==> src/rtl/timer_alarm_sched.sv <==
// Alarm scheduler: N_CH deadline/period channels against one 48-bit timebase,
// serviced round-robin by a single shared comparator and reload adder.
module timer_alarm_sched #(
    parameter int N_CH = 4
) (
    input  logic            clk,
    input  logic            reset,
    input  logic            cs,
    input  logic            read,
    input  logic            write,
    input  logic [4:0]      addr,
    input  logic [31:0]     wr_data,
    output logic [31:0]     rd_data,
    input  logic [47:0]     time_in,
    output logic [N_CH-1:0] expired,
    output logic            irq
);

    localparam int SP_W = (N_CH > 1) ? $clog2(N_CH) : 1;

    logic [47:0]     deadline [N_CH];
    logic [31:0]     period   [N_CH];
    logic [N_CH-1:0] enable;
    logic [N_CH-1:0] periodic;
    logic [N_CH-1:0] pending;
    logic [N_CH-1:0] irq_mask;
    logic [SP_W-1:0] sp;

    // Reads have no side effects, so the strobe carries no information.
    logic unused_read;
    assign unused_read = read;

    logic            wr_en;
    logic            wr_hit_p0;
    logic            fire_p0;
    logic [47:0]     reload_p0;
    logic [N_CH-1:0] set_p0;
    logic [N_CH-1:0] clr_p0;

    assign wr_en = cs && write;

    // Scan stage: evaluate channel sp; a bus write to that channel wins.
    assign wr_hit_p0 = wr_en && !addr[4] && (addr[3:2] == 2'(sp));
    assign fire_p0   = enable[sp] && (time_in >= deadline[sp]) && !wr_hit_p0;
    assign reload_p0 = deadline[sp] + {16'd0, period[sp]};

    always_comb begin
        set_p0 = '0;
        if (fire_p0)
            set_p0[sp] = 1'b1;
    end

    assign clr_p0 = (wr_en && addr == 5'b10001) ? wr_data[N_CH-1:0] : '0;

    always_ff @(posedge clk) begin
        if (reset) begin
            for (int i = 0; i < N_CH; i++) begin
                deadline[i] <= '0;
                period[i]   <= '0;
            end
            enable   <= '0;
            periodic <= '0;
            pending  <= '0;
            irq_mask <= '0;
            expired  <= '0;
            irq      <= 1'b0;
            sp       <= '0;
        end else begin
            sp      <= (int'(sp) == N_CH - 1) ? '0 : sp + 1'b1;
            expired <= set_p0;
            irq     <= |(pending & irq_mask);
            // A same-cycle set beats the W1C clear.
            pending <= (pending & ~clr_p0) | set_p0;

            if (fire_p0) begin
                if (periodic[sp] && period[sp] != 32'd0)
                    deadline[sp] <= reload_p0;
                else
                    enable[sp] <= 1'b0;
            end

            if (wr_en && !addr[4]) begin
                for (int i = 0; i < N_CH; i++) begin
                    if (addr[3:2] == 2'(i)) begin
                        case (addr[1:0])
                            2'b00: deadline[i][31:0]  <= wr_data;
                            2'b01: deadline[i][47:32] <= wr_data[15:0];
                            2'b10: begin
                                enable[i]   <= wr_data[0];
                                periodic[i] <= wr_data[1];
                            end
                            default: period[i] <= wr_data;
                        endcase
                    end
                end
            end

            if (wr_en && addr == 5'b10010)
                irq_mask <= wr_data[N_CH-1:0];
        end
    end

    always_comb begin
        rd_data = '0;
        if (!addr[4]) begin
            for (int i = 0; i < N_CH; i++) begin
                if (addr[3:2] == 2'(i)) begin
                    case (addr[1:0])
                        2'b00:   rd_data = deadline[i][31:0];
                        2'b01:   rd_data = {16'd0, deadline[i][47:32]};
                        2'b10:   rd_data = {30'd0, periodic[i], enable[i]};
                        default: rd_data = period[i];
                    endcase
                end
            end
        end else begin
            case (addr[3:0])
                4'h0:    rd_data = 32'(pending);
                4'h2:    rd_data = 32'(irq_mask);
                4'h3:    rd_data = time_in[31:0];
                default: rd_data = '0;
            endcase
        end
    end

endmodule

==> config.mk <==
export PLATFORM = sky130hd
export DESIGN_NAME = timer_alarm_sched
export DESIGN_NICKNAME = d
export VERILOG_FILES = /design/src/rtl/timer_alarm_sched.sv
export SDC_FILE = /design/constraint.sdc
export NUM_CORES = 1
export LEC_CHECK = 0
export CORE_MARGIN = 2
export CORE_UTILIZATION = 40
export CTS_CLUSTER_DIAMETER = 80
export DETAILED_ROUTE_END_ITERATION = 16
export SKIP_CTS_REPAIR_TIMING = 1
export SYNTH_ARGS = -nofsm -noshare
export SYNTH_HDL_FRONTEND = slang
export SYNTH_SLANG_ARGS = --single-unit
export TNS_END_PERCENT = 100
==> constraint.sdc <==
create_clock -name clk -period 4.7 [get_ports clk]
set_input_delay 0.47 -clock clk [delete_from_list [all_inputs] [get_ports clk]]
set_output_delay 0.47 -clock clk [all_outputs]
set_load 0.03 [all_outputs]
# Word-level counts from Yosys, hierarchy flattened
# Memory sizes are Yosys's and may differ from the RTL's. A register that Yosys moved wholly into a read port is not among the register bits.
# Index checks and enable logic that the tools add are counted.
word_totals:
  regBits: 23
  mem_bits_rw: 320
  in_bits: 90
  output_inout_bits: 37
  word_cells: 168
  n_memories: 2
op_classes:
  n_addsub: 2
  n_lt_le_gt_ge: 3
  n_eq_ne: 11
  muxes: 100
  bitwise: 18
  n_reduce_logical: 22
memory_table:
  columns: ["name", "words", "width", "read_ports", "rd_clocked_by_memory_dff", "write_ports", "line", "source"]
  rows:
  - ["deadline", 4, 48, 5, 1, 5, "21", "logic [47:0] deadline [N_CH];"]
  - ["period", 4, 32, 5, 1, 4, "22", "logic [31:0] period [N_CH];"]
op_table:
  columns: ["cell", "count"]
  rows:
  - ["$pmux 32 s3", 5]
  - ["$mux 32", 13]
  - ["$mux 1", 68]
  - ["$mux 16", 4]
  - ["$add 48x32->48", 1]
  - ["$ge 48x48->1", 1]
  - ["$reduce_bool 32->1", 1]
  - ["$mux 4", 5]
  - ["$and 4x4->4", 3]
  - ["$or 1x1->1", 12]
  - ["$reduce_and 3->1", 4]
  - ["$eq 5x5->1 const B", 2]
  - ["$logic_and 1x1->1", 9]
  - ["$eq 4x2->1 const B", 2]
  - ["$not 4->4", 2]
  - ["$eq 2x1->1 const B", 3]
  - ["$eq 2x2->1 const B", 3]
  - ["$bmux 1 s2", 2]
  - ["$logic_not 2->1", 2]
  - ["$logic_not 4->1", 1]
  - ["$mux 2", 2]
  - ["$or 4x4->4", 1]
  - ["$reduce_or 4->1", 1]
  - ["$lt 2x3->1 const B", 1]
  - ["other kinds (7)", 8]

# Depth between registers and ports, before layout
# Gate-level depths: netlist of run 1.
logic_depth:
  word_depth: 11
  ltp_mapped: 18
  mapped_depth_nobuf: 12

# Worst setup path after synthesis of run 1
# Ideal clock, no wire load.
synth_timing:
  path_type: "register to register"
  from: "register sp[0]"
  to: "memory deadline[3][0], enable pin"
  t_arrival_ps: 4589
  path_slack_ps: -319
  path_stages_with_launch: 19
  n_path_buf: 7
  synth_period_minus_slack_ps: 5019
  cell_sequence: "dfxtp_1 > buf_4 > buf_6 > buf_4 > buf_2 > buf_2 > mux4_2 > inv_1 > ha_1 > nand4_1 > nor4_1 > nand2_1 > nor4_1 > o21ai_1 > nand3_2 > buf_6 > nand4_4 > buf_8 > o211ai_1"
synth_rtl:
  columns: ["item", "line", "source"]
  rows:
  - ["start, declared", "27", "logic [SP_W-1:0] sp;"]
  - ["start signal, assigned", "69", "sp <= (int'(sp) == N_CH - 1) ? '0 : sp + 1'b1;"]
  - ["end, declared", "21", null]

==> impl_metrics.csv, run 1 <==
group,metric,value,unit
status,status,"finished, final reports clean",
die,rows,88,
global_route,grt_pass1_vias,18219,
power,p_sw_share,33.2,%
yosys,syn_inst,2076,
timing,tns,0,ps
clock_tree,numCtsBuffers,42,
die,die_w,245,um
worst_hold_path,hold_class,"reg2reg",
power,p_seq_share,37.1,%
worst_setup_path,crit_path_end_kind,"register",
global_route,grt_pass1_wl,122000,um
yosys,synth_ff_type,"edfxtp_1",
power,leakagePower,10.9,nW
yosys,synth_seq_cells,343,
drt,wl,84400,um
power,powerDensity,358,nW/um^2
clock_tree,cts_num_sinks,343,
worst_setup_path,worstPathArrival,4730,ps
yosys,yosysWarnings,0,
run,drv_cap,0,
timing,layout_min_cycle_time,4490,ps
worst_setup_path,required,4940,ps
die,initial_core_util,40.3,%
timing,timing.fmax,223,MHz
power,peakVddDrop,0.227,mV
global_route,grt_max_degree,58,
place,port_buffers,125,
place,place_congestion,0.961,
timing,skew,32.4,ps
yosys,synth_nets,2251,
drt,first_iter_violations,2550,
timing,fin_crit_sh,95.5,%
worst_setup_path,cp-start-kind,"register",
yosys,synth.distinct_cells,78,
die,pin_count,127,
die,die-area,59800,um^2
place,hpwl,57500,um
power,p_switching,3.22,mW
global_route,grt_overflow,0,
cells_and_area,final_common_cell,"edfxtp_1",
yosys,synth_seq_area_share,43.5,%
clock_tree,htree_levels,2,
worst_setup_path,crit_fanout,26,
clock_tree,cts_tree,"yes",
drt,drc_errors,0,
power,power_frac_comb,29.5,%
drt,vias,18624,
cells_and_area,drive_gt1_share,16.4,%
power,p_int,6.49,mW
die,core_area,57500,um^2
clock_tree,path_clk_slew,60,ps
timing,slew_headroom,31.8,%
place,placed_cells,2922,
clock_tree,cts.path.max_buffers,3,
cells_and_area,antennaDiodeCount,0,
clock_tree,insertion_delay,580,ps
cells_and_area,syn2layout_area_growth,17.2,%
cells_and_area,nNetsFinal,2376,
worst_setup_path,crit_type,"reg2reg",
drt,antenna_left,0,
global_route,antenna_found_initial,1,
die,die_y,245,um
clock_tree,root_buffer,"clkbuf_16",
timing,rsz0062_at_grt,"no",
drt,via_per_inst,6.22,
drt,drtPass1Iterations,6,
timing,hold_viol,0,
timing,tightest_slew,1020,ps
global_route,grt_use_total,28.0,%
yosys,synthArstFlopShare,0,%
yosys,synth-edff-count,320,
cells_and_area,finalNonFillerCells,2996,
drt,wl_per_cell,28.2,um
worst_setup_path,r2r_setup_slack,210,ps
timing,drv_slew,0,
cells_and_area,final_cell_mix,"320 x edfxtp_1, 285 x nand2_1, 245 x mux2i_1, 132 x and2_1, 104 x buf_4",
timing,setup_viol_count_final,0,
yosys,synth_area,23200,um^2
power,p_clk_share,33.4,%
yosys,synth.avg_cell_area,11.2,um^2
-- per-stage QoR --
step           instance area, um^2  power, mW  worst slack [ps]  util [%]  hold slack, ps
2_1_floorplan                23200       5.44              16.9         -             460
3_3_place_gp                 25800       6.42               372      44.9             483
3_5_place_dp                 25800       6.46               329      44.9             493
4_1_cts                      27100       9.69               229      47.2             511
5_1_grt                      27100       10.1              45.7      47.2             546
6_report                     27100       9.71               211      47.2             513
-- worst paths after layout --
path	start	endpoint	cells past startpoint
max	sp[0]	deadline[3][26]	16
min	periodic[0]	periodic[0]	2
max reg2reg	sp[0]	deadline[3][26]	16
min reg2reg	periodic[0]	periodic[0]	2
-- state kept, by name (all words and copies together), names as in the netlist --
name      cells
deadline    192
period      128
enable        4
expired       4
irq_mask      4
pending       4
periodic      4
sp            2
irq           1
-- per-layer routing --
metal / GRT usage [%] / up-vias / wire, um
li1: - / 8041 / -
met1: 38.2 / 9165 / 33500
met2: 43.9 / 1210 / 37900
met3: 5.31 / 206 / 9140
met4: 11.4 / 2 / 3730
met5: 0 / - / 14
-- power by group through the flow --
stage                     clock network (mW)  registers (mW)  logic, mW
after global placement                     0            3.65       2.77
final                                   3.25            3.60       2.87
after CTS                               3.27            3.60       2.82
after floorplan                            0            3.61       1.83
after global routing                    3.38            3.61       3.06
after detailed placement                   0            3.66       2.80
-- layout make-up --
class,count,area [um^2]
Clock buffer,52,1150
Clock inverter,22,193
Fill cell,5240,30300
Inverter,65,244
Multi-Input combinational cell,1507,12000
Sequential cell,343,10100
Tap cell,765,957
Timing Repair Buffer,242,2520
-- critical path, cell delays in order, from the launching register on --
cell and delay [ps]:
dfxtp_4 480, buf_12 270, mux4_2 570, inv_1 140, ha_1 180, nand4_1 280
nor4_2 290, buf_4 180, nand2_1 90, nor4_1 200, buf_4 180, o21ai_1 60
buf_4 160, nand3_2 230, nand4_4 160, o211ai_1 290, buf_4 370
-- cell families after synthesis --
logic type	Yosys count	synth area share (%)
buf+inv	226	5.31
fa+ha+maj	85	4.63
flops	343	43.5
xor+xnor	42	1.59
simple gates	638	13.2
compound gates	391	11.3
mux	351	20.5
-- synthesized netlist by cell type (9+ instances only) --
master,number,share of area (%)
nand4_1,13,0.35
nand3_1,24,0.52
ha_1,84,4.5
mux4_2,97,9.4
a21oi_1,98,2.1
xor2_1,18,0.68
a211oi_1,16,0.52
o21ai_0,71,1.5
mux2_2,9,0.44
a22oi_1,72,2.3
and3_1,9,0.24
a21o_1,17,0.55
nor3_1,19,0.41
o211ai_1,17,0.55
buf_2,16,0.35
o22ai_1,20,0.54
nand2_1,286,4.6
mux2i_1,245,11
nor2_1,106,1.7
nor4_1,12,0.32
xnor2_1,24,0.91
edfxtp_1,320,42
clkbuf_1,97,1.6
dfxtp_1,23,2.0
buf_1,12,0.19
and2_1,133,3.6
a221oi_1,9,0.34
buf_8,17,1.1
inv_1,64,1.0
Power figures use the tool's default switching activity.
==> run 2: changes to the inputs <==
--- a/config.mk
+++ b/config.mk
@@ -7,7 +7,7 @@
 export LEC_CHECK = 0
 export CORE_MARGIN = 2
 export CORE_UTILIZATION = 40
-export CTS_CLUSTER_DIAMETER = 80
+export CTS_CLUSTER_DIAMETER = 60
 export DETAILED_ROUTE_END_ITERATION = 16
 export SKIP_CTS_REPAIR_TIMING = 1
 export SYNTH_ARGS = -nofsm -noshare
==> run 2 against run 1 <==
Compared with the run above: routed wire length is essentially flat; hold slack improved by 2.3 ps; non-clock buffer count is the same; global-route usage hardly changed; setup slack worse by 65 ps; clock skew grew 1.2 ps; via count is 0.23% higher; sequential cell count is the same; fmax decreased by 1.4%; highest routed layer unchanged.
==> impl_metrics.csv, run 2 (synthesized netlist as in run 1, its figures left out) <==
group,metric,value,unit
status,status,"finished, final reports clean",
cells_and_area,reg_top3,"deadline: 192 flops, period: 128 flops",
timing,tightest_slew,1010,ps
worst_setup_path,crit_fanout,26,
global_route,grt_pass1_wl,122000,um
worst_setup_path,worstSetupEndpoint,"deadline[2][22]",
worst_setup_path,r2r_start,"sp[0]",
power,powerDensity,362,nW/um^2
drt,wl_per_cell,28.1,um
clock_tree,numCtsBuffers,42,
drt,drc_errors,0,
place,hpwl,57500,um
global_route,grt-busiest-layer,"met2",
worst_hold_path,hold_class,"reg2reg",
die,die-area,59800,um^2
timing,timing.fmax,220,MHz
drt,first_iter_violations,2514,
cells_and_area,utilization,47.3,%
clock_tree,path_clk_slew,60,ps
place,pre_cts_ws,329,ps
cells_and_area,top_register,"deadline",
worst_setup_path,cp-startpoint,"sp[0]",
clock_tree,root_buffer,"clkbuf_16",
timing,fin_crit_sh,96.9,%
timing,drv_slew,0,
run,drv_cap,0,
timing,hold_viol,0,
die,pin_count,127,
cells_and_area,largest_reg_flops,192,
timing,rsz0062_at_grt,"no",
drt,antenna_left,0,
timing,layout_min_cycle_time,4550,ps
clock_tree,cts.path.max_buffers,3,
drt,via_per_inst,6.22,
cells_and_area,final_common_cell,"edfxtp_1",
cells_and_area,antennaDiodeCount,0,
place,port_buffers,125,
cells_and_area,drive_gt1_share,16.5,%
timing,setup_viol_count_final,0,
worst_setup_path,cp-start-kind,"register",
global_route,grt_use_met1,37.8,%
global_route,grt_use_total,28.0,%
cells_and_area,syn2layout_area_growth,17.4,%
die,die_y,245,um
worst_setup_path,worstPathArrival,4790,ps
clock_tree,htree_levels,2,
timing,skew,33.6,ps
drt,vias,18666,
global_route,grt_use_met3,6.05,%
timing,fin_ws,146,ps
drt,wl,84400,um
power,power.total,9.83,mW
global_route,grt_max_degree,58,
clock_tree,cts_tree,"yes",
cells_and_area,final_cell_mix,"320 x edfxtp_1, 285 x nand2_1, 245 x mux2i_1, 132 x and2_1, 105 x buf_4",
worst_setup_path,crit_type,"reg2reg",
worst_setup_path,required,4930,ps
clock_tree,insertion_delay,600,ps
die,core_area,57500,um^2
clock_tree,cts_num_sinks,343,
global_route,antenna_found_initial,1,
cells_and_area,nFillCells,5215,
global_route,grtUsageMet2,43.8,%
die,initial_core_util,40.3,%
place,place_congestion,0.961,
worst_setup_path,r2r_end,"deadline[2][22]",
die,die_w,245,um
worst_setup_path,reg2regPathDepth,16,
timing,tns,0,ps
power,leakagePower,10.9,nW
cells_and_area,nNetsFinal,2376,
power,peakVddDrop,0.252,mV
die,rows,88,
timing,slew_headroom,32.5,%
global_route,grt_pass1_vias,18184,
worst_setup_path,r2r_setup_slack,150,ps
global_route,grt_overflow,0,
worst_setup_path,crit_path_end_kind,"register",
drt,drtPass1Iterations,5,
==> run 2: changes by cell type in the layout (fill, tap and decap cells not counted) <==
cell and delta:
clkinv_2 -2, clkbuf_16 -2, buf_6 -1, bufinv_16 +2
clkinv_8 +2, clkbuf_1 +1, inv_6 +2, clkbuf_8 +2
buf_4 +1, clkinv_4 -2
==> run 2: area by class of cell <==
| type | instances | area, um^2 | area share, % |
|---|---|---|---|
| sequential | 343 | 10100 | 37.1 |
| tap | 765 | 957 | 3.52 |
| clock buffer | 53 | 1130 | 4.17 |
| clock inverter | 24 | 275 | 1.01 |
| multi-input combinational | 1507 | 12000 | 44.1 |
| timing repair buffer | 242 | 2520 | 9.27 |
| inverter | 65 | 244 | 0.897 |
==> run 2: per-stage QoR <==
stage | instance area [um^2] | hold slack, ps | cells
3_3_place_gp | 25800 | 483 | 2922
2_1_floorplan | 23200 | 460 | 2076
4_1_cts | 27200 | 511 | 2999
6_report | 27200 | 516 | 2999
3_5_place_dp | 25800 | 493 | 2922
5_1_grt | 27200 | 547 | 2999
==> run 2: worst max-delay path, stage by stage, from the launching register on <==
cell	delay [ps]
dfxtp_4	470
buf_12	270
mux4_2	570
inv_1	140
ha_1	180
nand4_1	290
nor4_2	300
buf_4	180
nand2_1	90
nor4_1	200
buf_4	180
o21ai_1	60
buf_4	160
nand3_2	230
nand4_4	180
o211ai_1	250
buf_4	410
==> run 2: power by group <==
part           switching, mW  internal, mW  total, mW
Combinational           1.78          1.10       2.87
Clock                   1.36          1.99       3.36
Sequential             0.111          3.49       3.60
Total                   3.25          6.58       9.83
==> run 2: metal layers <==
metal	wire length (um)	vias up
met4	3650	2
li1	-	8044
met1	33300	9208
met5	8	-
met2	38100	1201
met3	9340	211
==> run 2: worst min path at each step <==
stage | from | to | cells past startpoint
global route | periodic[0] | periodic[0] | 2
global placement | periodic[0] | periodic[0] | 2
floorplan | periodic[1] | periodic[1] | 2
CTS | periodic[2] | periodic[2] | 2
detailed placement | periodic[2] | periodic[2] | 2
finish | periodic[0] | periodic[0] | 2
